[config.mk]
export PLATFORM = sky130hd
export DESIGN_NAME = pwm_servo_decoder
export DESIGN_NICKNAME = d
export VERILOG_FILES = /design/src/rtl/pwm_servo_decoder.sv
export SDC_FILE = /design/constraint.sdc
export NUM_CORES = 1
export LEC_CHECK = 0
export BUFFER_PORTS_ARGS = -buffer_cell sky130_fd_sc_hd__buf_2
export CAP_MARGIN = 20
export CORE_MARGIN = 1
export CORE_UTILIZATION = 30
export CTS_BUF_LIST = sky130_fd_sc_hd__clkbuf_2 sky130_fd_sc_hd__clkbuf_4 sky130_fd_sc_hd__clkbuf_8
export DETAILED_ROUTE_END_ITERATION = 10
export PLACE_DENSITY = 0.49
export SYNTH_ARGS = -nofsm -noshare
export SYNTH_HDL_FRONTEND = slang
export SYNTH_SLANG_ARGS = --single-unit
[constraint.sdc]
create_clock -name clk -period 20.4 [get_ports clk]
set_input_delay 3.06 -clock clk [delete_from_list [all_inputs] [get_ports clk]]
set_output_delay 3.06 -clock clk [all_outputs]
set_load 0.03 [all_outputs]
[src/rtl/pwm_servo_decoder.sv]
// Three-channel servo PWM decoder: per-channel pulse-width capture feeding one shared serial angle converter.
// Optional input glitch filter is built when PWM_DECODER_GLITCH_FILTER_EN is defined.
module pwm_servo_decoder #(
    parameter int FREQ        = 25_000_000,
    parameter int TARGET_FREQ = 10,
    parameter int DC_MIN      = 25_000,
    parameter int DC_MID      = 75_000,
    parameter int DC_MAX      = 125_000,
    parameter int COORD_MAX   = 270,
    parameter int BIT_SIZE    = 10,
    parameter int FILTER_LEN  = 8
) (
    input  logic                       clk,
    input  logic                       rst,
    input  logic                       pwm_in1,
    input  logic                       pwm_in2,
    input  logic                       pwm_in3,
    output logic signed [BIT_SIZE-1:0] x,
    output logic signed [BIT_SIZE-1:0] y,
    output logic signed [BIT_SIZE-1:0] z,
    output logic [2:0]                 out_valid,
    output logic [2:0]                 no_signal,
    output logic [2:0]                 range_err
);

    localparam int          PERIOD   = FREQ / TARGET_FREQ;
    localparam logic [31:0] TIMEOUT  = 32'(2 * PERIOD);
    localparam logic [31:0] DC_MIN_W = 32'(DC_MIN);
    localparam logic [31:0] DC_MID_W = 32'(DC_MID);
    localparam logic [31:0] DC_MAX_W = 32'(DC_MAX);
    localparam logic [31:0] COORD_W  = 32'(COORD_MAX);
    localparam logic [31:0] DIVISOR  = 32'(DC_MID - DC_MIN);

    typedef enum logic [1:0] {WAIT_RISE, HIGH, LOW} cap_state_e;
    typedef enum logic [1:0] {IDLE, LOAD, DIV, DONE} conv_state_e;

    function automatic logic [31:0] sat_inc(input logic [31:0] v);
        return (v == 32'hFFFF_FFFF) ? v : v + 32'd1;
    endfunction

    function automatic logic [31:0] clamp_width(input logic [31:0] w);
        if (w < DC_MIN_W) return DC_MIN_W;
        if (w > DC_MAX_W) return DC_MAX_W;
        return w;
    endfunction

    function automatic logic signed [BIT_SIZE-1:0] apply_sign(input logic signed [BIT_SIZE-1:0] mag,
                                                              input logic neg);
        return neg ? -mag : mag;
    endfunction

    logic [2:0] pwm_raw;
    logic [2:0] sync1_q, sync1_d, sync2_q, sync2_d;
    logic [2:0] prev_q, prev_d, lvl, rise, fall;

    assign pwm_raw = {pwm_in3, pwm_in2, pwm_in1};

    always_comb begin
        sync1_d = pwm_raw;
        sync2_d = sync1_q;
        prev_d  = lvl;
    end

`ifdef PWM_DECODER_GLITCH_FILTER_EN
    localparam int FCW = $clog2(FILTER_LEN + 1);

    logic [2:0]           filt_q, filt_d;
    logic [2:0][FCW-1:0]  fcnt_q, fcnt_d;

    // A new level is taken only after FILTER_LEN consecutive samples disagree with the current one.
    always_comb begin
        for (int i = 0; i < 3; i++) begin
            filt_d[i] = filt_q[i];
            fcnt_d[i] = '0;
            if (sync2_q[i] != filt_q[i]) begin
                if (fcnt_q[i] == FCW'(FILTER_LEN - 1)) filt_d[i] = sync2_q[i];
                else                                   fcnt_d[i] = fcnt_q[i] + FCW'(1);
            end
        end
    end

    always_ff @(posedge clk or posedge rst) begin
        if (rst) begin
            filt_q <= '0;
            fcnt_q <= '0;
        end else begin
            filt_q <= filt_d;
            fcnt_q <= fcnt_d;
        end
    end

    assign lvl = filt_q;
`else
    assign lvl = sync2_q;
`endif

    assign rise = lvl & ~prev_q;
    assign fall = ~lvl & prev_q;

    cap_state_e  cap_q   [3];
    cap_state_e  cap_d   [3];
    logic [31:0] wcnt_q  [3];
    logic [31:0] wcnt_d  [3];
    logic [31:0] since_q [3];
    logic [31:0] since_d [3];
    logic [31:0] width_q [3];
    logic [31:0] width_d [3];
    logic [2:0]  timeout, latch;
    logic [2:0]  no_signal_q, no_signal_d, range_err_q, range_err_d;

    // Capture FSM next state; a timeout drops any partial capture back to WAIT_RISE.
    always_comb begin
        for (int i = 0; i < 3; i++) begin
            timeout[i] = (since_q[i] >= TIMEOUT);
            cap_d[i]   = cap_q[i];
            case (cap_q[i])
                WAIT_RISE: if (rise[i]) cap_d[i] = HIGH;
                HIGH:      if (fall[i]) cap_d[i] = LOW;
                LOW:       if (rise[i]) cap_d[i] = HIGH;
                default:   cap_d[i] = WAIT_RISE;
            endcase
            if (timeout[i] && !rise[i]) cap_d[i] = WAIT_RISE;
        end
    end

    always_comb begin
        for (int i = 0; i < 3; i++) begin
            latch[i]       = (cap_q[i] == HIGH) && fall[i] && !timeout[i];
            wcnt_d[i]      = rise[i] ? 32'd1 : ((cap_q[i] == HIGH) ? sat_inc(wcnt_q[i]) : wcnt_q[i]);
            since_d[i]     = rise[i] ? 32'd0 : (timeout[i] ? since_q[i] : since_q[i] + 32'd1);
            width_d[i]     = latch[i] ? clamp_width(wcnt_q[i]) : width_q[i];
            range_err_d[i] = latch[i] && (wcnt_q[i] != clamp_width(wcnt_q[i]));
            no_signal_d[i] = rise[i] ? 1'b0 : (timeout[i] ? 1'b1 : no_signal_q[i]);
        end
    end

    conv_state_e                conv_q, conv_d;
    logic [1:0]                 sel_q, sel_d, pick;
    logic [31:0]                cw_q, cw_d, quo_q, quo_d, rem_q, rem_d, diff;
    logic [32:0]                rem_sh, trial;
    logic [4:0]                 iter_q, iter_d;
    logic                       sign_q, sign_d;
    logic [2:0]                 pend_q, pend_d, pend_clr;
    logic [2:0]                 out_valid_q, out_valid_d;
    logic signed [BIT_SIZE-1:0] x_q, x_d, y_q, y_d, z_q, z_d, qmag, result;

    always_comb begin
        conv_d = conv_q;
        case (conv_q)
            IDLE:    if (|pend_q) conv_d = LOAD;
            LOAD:    conv_d = DIV;
            DIV:     if (iter_q == 5'd31) conv_d = DONE;
            DONE:    conv_d = IDLE;
            default: conv_d = IDLE;
        endcase
    end

    // Converter datapath: width is snapshotted at selection so a fresh capture cannot disturb this pass.
    always_comb begin
        pick        = pend_q[0] ? 2'd0 : (pend_q[1] ? 2'd1 : 2'd2);
        sel_d       = sel_q;
        cw_d        = cw_q;
        quo_d       = quo_q;
        rem_d       = rem_q;
        iter_d      = iter_q;
        sign_d      = sign_q;
        pend_clr    = '0;
        out_valid_d = '0;
        x_d         = x_q;
        y_d         = y_q;
        z_d         = z_q;
        diff        = (cw_q >= DC_MID_W) ? cw_q - DC_MID_W : DC_MID_W - cw_q;
        rem_sh      = {rem_q, quo_q[31]};
        trial       = rem_sh - {1'b0, DIVISOR};
        qmag        = quo_q[BIT_SIZE-1:0];
        result      = apply_sign(qmag, sign_q);
        case (conv_q)
            IDLE: begin
                if (|pend_q) begin
                    sel_d          = pick;
                    cw_d           = width_q[pick];
                    pend_clr[pick] = 1'b1;
                end
            end
            LOAD: begin
                quo_d  = diff * COORD_W;
                rem_d  = '0;
                iter_d = '0;
                sign_d = (cw_q < DC_MID_W);
            end
            DIV: begin
                if (!trial[32]) begin
                    rem_d = trial[31:0];
                    quo_d = {quo_q[30:0], 1'b1};
                end else begin
                    rem_d = rem_sh[31:0];
                    quo_d = {quo_q[30:0], 1'b0};
                end
                iter_d = iter_q + 5'd1;
            end
            DONE: begin
                out_valid_d[sel_q] = 1'b1;
                case (sel_q)
                    2'd0:    x_d = result;
                    2'd1:    y_d = result;
                    default: z_d = result;
                endcase
            end
            default: ;
        endcase
        pend_d = (pend_q & ~pend_clr) | latch;
    end

    always_ff @(posedge clk or posedge rst) begin
        if (rst) begin
            sync1_q     <= '0;
            sync2_q     <= '0;
            prev_q      <= '0;
            for (int i = 0; i < 3; i++) begin
                cap_q[i]   <= WAIT_RISE;
                wcnt_q[i]  <= '0;
                since_q[i] <= '0;
                width_q[i] <= '0;
            end
            no_signal_q <= 3'b111;
            range_err_q <= '0;
            conv_q      <= IDLE;
            sel_q       <= '0;
            cw_q        <= '0;
            quo_q       <= '0;
            rem_q       <= '0;
            iter_q      <= '0;
            sign_q      <= 1'b0;
            pend_q      <= '0;
            out_valid_q <= '0;
            x_q         <= '0;
            y_q         <= '0;
            z_q         <= '0;
        end else begin
            sync1_q     <= sync1_d;
            sync2_q     <= sync2_d;
            prev_q      <= prev_d;
            for (int i = 0; i < 3; i++) begin
                cap_q[i]   <= cap_d[i];
                wcnt_q[i]  <= wcnt_d[i];
                since_q[i] <= since_d[i];
                width_q[i] <= width_d[i];
            end
            no_signal_q <= no_signal_d;
            range_err_q <= range_err_d;
            conv_q      <= conv_d;
            sel_q       <= sel_d;
            cw_q        <= cw_d;
            quo_q       <= quo_d;
            rem_q       <= rem_d;
            iter_q      <= iter_d;
            sign_q      <= sign_d;
            pend_q      <= pend_d;
            out_valid_q <= out_valid_d;
            x_q         <= x_d;
            y_q         <= y_d;
            z_q         <= z_d;
        end
    end

    assign x         = x_q;
    assign y         = y_q;
    assign z         = z_q;
    assign out_valid = out_valid_q;
    assign no_signal = no_signal_q;
    assign range_err = range_err_q;

endmodule
==> flow_summary_export.csv, run 1 <==
group,metric,value,unit
run_status,status,"finished clean",
routing,dr_total_vias,18760,
synthesis,yosys_most_used_dff,"dfrtp_1",
synthesis,ys_top_cells_by_area,"dfrtp_1 (45%), ha_1 (4.9%), nor2_1 (4.6%)",
die,io-pin-count,44,
clock_network,tritoncts_num_sinks,451,
timing,final.setup.tns,0,ps
setup_path,cp_max_fo,27,
clock_network,post-cts-setup-buffer-count,0,
setup_path,endpoint_kind,"flip-flop",
placement,hpwlAfterDp,38370,um
synthesis,distinct_cell_type_count_of_the_synthesized_netlist,76,
setup_path,arrival,7840,ps
synthesis,netlist.top_cell.by_area,"dfrtp_1",
die,core_region_area,0.08250,mm2
timing,report.final.hold_viol_count,0,
timing,period_needed,7295,ps
setup_path,worst_r2r_path_depth,22,
routing,drt_iter0_drc,1067,
placement,port_buffers,43,
die,fp-row-count,105,
grt,grt_pass1_vias,19220,
clock_network,cts_max_path_buffers,3,
timing,timing_worst_slew_pin_value,948.5,ps
routing,totalWireLength,55570,um
die,dieHeight,291.5,um
cells_and_area,layout.nets,2919,
clock_network,cts_made_buffers,82,
timing,post-route-period-util,35.76,%
die,design.die.area,0.08495,mm2
synthesis,synth_largest_type_area_fraction,44.60,%
synthesis,asyncSetResetFlopFracSynth,100.0,%
grt,overflow_after_grt,0,
cells_and_area,finalCoreUtilization,34.30,%
clock_network,ctsResizeCount,0,
run,cap_violations,0,
power,power.density_cell_area,132.3,mW/mm2
clock_network,number_of_hold_buffers_added_after_cts,0,
grt,grt_antenna_before_repair,2,
min_path,hold_path.class,"flip-flop to flip-flop",
routing,route.detailed.vias_per_inst,4.812,
timing,fmax,137.1,MHz
synthesis,synthTopCellsByCount,"dfrtp_1 (448), nor2_1 (309), nand2_1 (266)",
grt,maximum_number_of_pins_on_one_net_before_global_route_repair,160,
grt,grt_first_pass_wirelength,97100,um
power,p_leak,0.01310,uW
clock_network,clk_latency,690,ps
timing,slew_viol_final,0,
clock_network,clk_transition_reported_paths,60,ps
cells_and_area,flow.area_growth_from_synthesis,12.58,%
synthesis,synth.net_count,2889,
die,fp.dieW,291.5,um
synthesis,syn_area_per_cell,9.191,um2
synthesis,yosys_warn_count,0,
routing,drtPass1Iterations,5,
clock_network,htree_levels,3,
clock_network,cts_tree,"yes",
cells_and_area,drive_above_1_share,9.200,%
routing,drt-wirelength-per-cell,14.26,um
clock_network,clk_root_buffer_cell,"clkbuf_8",
setup_path,path_class,"flip-flop to flip-flop",
grt,total_routing_usage_reported_by_global_routing,13.52,%
min_path,hold-path-cell-count,0,
timing,skew,40.16,ps
synthesis,sequential_element_share_of_the_synthesized_area,44.91,%
placement,gp_congestion,0.8298,
setup_path,critPathLaunchType,"flip-flop",
setup_path,timing.critical_path.required,20940,ps
power,worst_ir_drop_vdd,117.6,uV
routing,route.detailed.drc,0,
synthesis,syn-instance-count,2735,
synthesis,netlist_area,0.02514,mm2
die,floorplan.initialDensity,30.47,%
timing,setup-violations-final,0,
timing,rsz0062_at_grt,"false",
timing,maxSlewHeadroom,36.64,%
synthesis,synth-edff-count,0,
routing,drtAntennaViolNets,0,
synthesis,most_frequent_cell_after_synthesis,"dfrtp_1",
synthesis,synth-seq-cells,451,
==> routing by layer <==
| metal | part of all wire [%] | track usage [%] | vias up |
|---|---|---|---|
| met5 | 0 | 0 | - |
| met4 | 2.2 | 3.890 | 0 |
| met3 | 3.3 | 2.527 | 91 |
| met2 | 45 | 21.80 | 247 |
| met1 | 49 | 18.40 | 9101 |
| li1 | - | - | 9320 |
==> power by group <==
group / total, uW / internal (uW) / switching [uW]
logic: 1740 / 673 / 1060
clock network: 906 / 513 / 393
registers: 1100 / 1010 / 93.0
==> logic make-up after synthesis <==
logic type,Yosys count,share of synthesized area [%]
DFF,451,44.91
xor gates and xnor gates,213,7.506
muxes,52,2.110
AOI/OAI and AO/OA,489,11.61
adders and majority gates,150,8.949
and+or+nand+nor,1042,19.82
buffers and inverters,338,5.087
==> stage by stage <==
stage                     hold slack, ps  cell area (um2)  instances  total power [uW]  setup WS, ps
after floorplan                    331.2            25140       2735              2455          4775
after global placement             336.7            26450       3745              2816         13320
after detailed placement           336.4            26450       3745              2846         13190
after CTS                          349.1            28200       3890              3787         13130
after global routing               357.2            28300       3898              4087         12560
final                              352.0            28300       3898              3744         13110
==> worst max-delay path, stage by stage, from the launching register on <==
cell and delay (ps):
dfrtp_1 440, or3_1 510, or2_4 320, nor4_4 310, and2_1 810, nor2_1 130, o21bai_1 210, xor2_1 490
ha_1 350, fa_1 540, inv_1 60, fa_1 530, inv_1 50, ha_1 350, a21o_1 200, a21o_1 170
a21o_1 210, o211ai_1 230, a31oi_1 170, o21ai_0 210, a21oi_1 130, or3b_2 460, a211o_1 280
==> path summary, 6_finish.rpt <==
| check | start | to | slack, ps |
|---|---|---|---|
| min in group asynchronous | rst | since_q[74]$_DFFE_PP0P_ | 2450 |
| max in group asynchronous | rst | wcnt_q[5]$_DFFE_PP0P_ | 15930 |
| worst min register to register | sync1_q[1]$_DFF_PP0_ | lvl[1]$_DFF_PP0_ | 350 |
| worst min-delay path | sync1_q[1]$_DFF_PP0_ | lvl[1]$_DFF_PP0_ | 350 |
| worst max register to register | cw_q[17]$_DFFE_PP0P_ | quo_q[28]$_DFFE_PP0P_ | 13110 |
| worst max-delay path | cw_q[17]$_DFFE_PP0P_ | quo_q[28]$_DFFE_PP0P_ | 13110 |
==> area by class of cell <==
cell class                      count  area (um2)
Clock buffer                      127        1592
Tap cell                         1070        1339
Timing Repair Buffer               69       470.5
Clock inverter                     18       160.2
Multi-Input combinational cell   1946       12630
Fill cell                        8468       54200
Inverter                          215       814.5
Antenna cell                        2       5.005
Sequential cell                   451       11290
==> sequential cells by signal, indices dropped and copies added (netlist names), 5 cells and up <==
register and cells:
quo_q 32, since_q 96, width_q 96, rem_q 32
y 10, wcnt_q 96, cw_q 32, z 10
cap_q 6, iter_q 5, x 10
==> layout by cell type (no fill, tap or decap), types with 50 or more instances in the layout <==
master / count
dfrtp_1: 446
nor2_1: 308
nand2_1: 266
inv_1: 213
a21oi_1: 152
o21ai_0: 148
xnor2_1: 114
clkbuf_8: 102
xor2_1: 97
ha_1: 97
nand3_1: 95
and2_1: 81
or3_1: 59
nor3_1: 56
fa_1: 50
No activity file was read; power rests on OpenSTA's default activity.
==> run 2, diff against run 1 <==
- clock period: 20.4 -> 6.8 ns (I/O delays scaled with it)
==> flow_summary_export.csv, run 2 (synthesized netlist as in run 1, its figures left out) <==
group,metric,value,unit
run_status,status,"finished clean",
grt,grt.met2_usage,21.24,%
placement,place_area,0.02656,mm2
clock_network,cts_made_buffers,81,
cells_and_area,flow.area_growth_from_synthesis,12.64,%
grt,grt_first_pass_wirelength,96010,um
setup_path,arrival,6960,ps
die,design.die.area,0.08495,mm2
clock_network,post-cts-setup-buffer-count,0,
die,core_region_area,0.08250,mm2
die,dieHeight,291.5,um
power,power.density_cell_area,394.2,mW/mm2
placement,gp_congestion,0.8339,
clock_network,clk_transition_reported_paths,60,ps
cells_and_area,post-route-cell-area,0.02832,mm2
timing,setup-violations-final,0,
routing,drtPass1Iterations,5,
timing,skew,39.72,ps
power,p_leak,0.01311,uW
placement,hpwlAfterDp,38680,um
cells_and_area,largestRegisters,"since_q: 96 flops, wcnt_q: 96 flops, width_q: 96 flops",
power,worst_ir_drop_vdd,391.9,uV
timing,maxSlewHeadroom,34.50,%
setup_path,path_class,"flip-flop to flip-flop",
grt,total_routing_usage_reported_by_global_routing,13.40,%
timing,report.final.hold_viol_count,0,
cells_and_area,commonest_non_fill_non_tap_cell_in_the_layout,"dfrtp_1",
die,io-pin-count,44,
grt,overflow_after_grt,0,
routing,route.detailed.drc,0,
clock_network,clk_latency,680,ps
min_path,hold_path.class,"flip-flop to flip-flop",
grt,grt_antenna_before_repair,1,
die,fp-row-count,105,
clock_network,cts_max_path_buffers,3,
timing,final.setup.tns,0,ps
grt,grt_pass1_vias,19180,
routing,totalWireLength,55610,um
setup_path,timing.critical_path.required,7320,ps
routing,drt-wirelength-per-cell,14.25,um
timing,post-route-period-util,94.66,%
setup_path,endpoint_kind,"flip-flop",
setup_path,cp_max_fo,13,
setup_path,reg2reg_setup_slack,360,ps
power,fin_total_pwr,11160,uW
clock_network,tritoncts_num_sinks,451,
grt,busiest_layer,"met2",
placement,port_buffers,43,
clock_network,htree_levels,3,
run,cap_violations,0,
timing,fmax,155.4,MHz
cells_and_area,layout.cells.most_common_list,"dfrtp_1 (446), nor2_1 (308), nand2_1 (265)",
timing,period_needed,6437,ps
timing,timing_worst_slew_pin_value,982.5,ps
routing,drtAntennaViolNets,0,
grt,maximum_number_of_pins_on_one_net_before_global_route_repair,169,
routing,route.detailed.vias_per_inst,4.819,
timing,slew_viol_final,0,
routing,dr_total_vias,18800,
grt,groute.layer.met1.usage,18.44,%
cells_and_area,layout.nets,2926,
setup_path,critPathLaunchType,"flip-flop",
timing,rsz0062_at_grt,"false",
grt,gr-usage-met3,2.581,%
cells_and_area,drive_above_1_share,9.470,%
die,floorplan.initialDensity,30.47,%
die,fp.dieW,291.5,um
timing,fin_hold_ws,349.7,ps
clock_network,cts_tree,"yes",
routing,drt_iter0_drc,1029,
clock_network,clk_root_buffer_cell,"clkbuf_8",
==> run 2: path summary, 6_finish.rpt <==
path | startpoint | endpoint | depth (start not counted)
setup / recovery | cw_q[17]$_DFFE_PP0P_ | quo_q[31]$_DFFE_PP0P_ | 22
hold / removal | sync1_q[0]$_DFF_PP0_ | lvl[0]$_DFF_PP0_ | 0
setup reg to reg | cw_q[17]$_DFFE_PP0P_ | quo_q[31]$_DFFE_PP0P_ | 22
hold reg to reg | sync1_q[0]$_DFF_PP0_ | lvl[0]$_DFF_PP0_ | 0
max in group asynchronous | rst | rem_q[23]$_DFFE_PP0P_ | 4
min in group asynchronous | rst | since_q[68]$_DFFE_PP0P_ | 2
==> run 2: layout make-up <==
type,count,area [um2]
Fill cell,8440,54190
Multi-Input combinational cell,1946,12640
Sequential cell,451,11290
Clock buffer,130,1602
Tap cell,1070,1339
Inverter,215,810.8
Timing Repair Buffer,77,520.5
Clock inverter,11,102.6
Antenna cell,2,5.005
==> run 2: what timing repair did <==
action / in CTS / in global routing
setup endpoints to repair: 0 / 10
hold buffers: 0 / 0
gates resized for setup: 0 / 7
==> run 2: power breakdown <==
group	switching, uW	internal (uW)
clock network	1130	1530
registers	290	3030
logic	3160	2020
==> run 2: per-layer routing <==
| metal | part of all wire, % | vias up |
|---|---|---|
| met3 | 3.2 | 94 |
| met1 | 49 | 9092 |
| met5 | 0 | - |
| met2 | 45 | 279 |
| met4 | 2.2 | 0 |
| li1 | - | 9339 |
==> run 2: worst max-delay path, stage by stage, from the launching register on <==
cell and delay [ps]:
dfrtp_1 440, or3_1 510, or2_4 320, nor4_4 190, buf_4 190, nand2_2 160, o31ai_1 310, xnor2_1 220
ha_1 310, fa_1 530, inv_1 50, fa_1 520, inv_1 50, ha_1 380, a21o_1 220, a21o_1 180
a2111oi_0 460, o21a_1 210, o21ai_0 210, and2_1 230, o31ai_1 290, xor2_1 200, o21ai_1 80
==> run 2: stage by stage <==
stage	utilization (%)	setup WS, ps	std cells
5_1_grt	34.32	10.12	3902
6_report	34.32	363.2	3902
2_1_floorplan	-	-316.7	2735
3_5_place_dp	32.19	209.5	3758
3_3_place_gp	32.16	321.6	3756
4_1_cts	34.26	147.7	3899
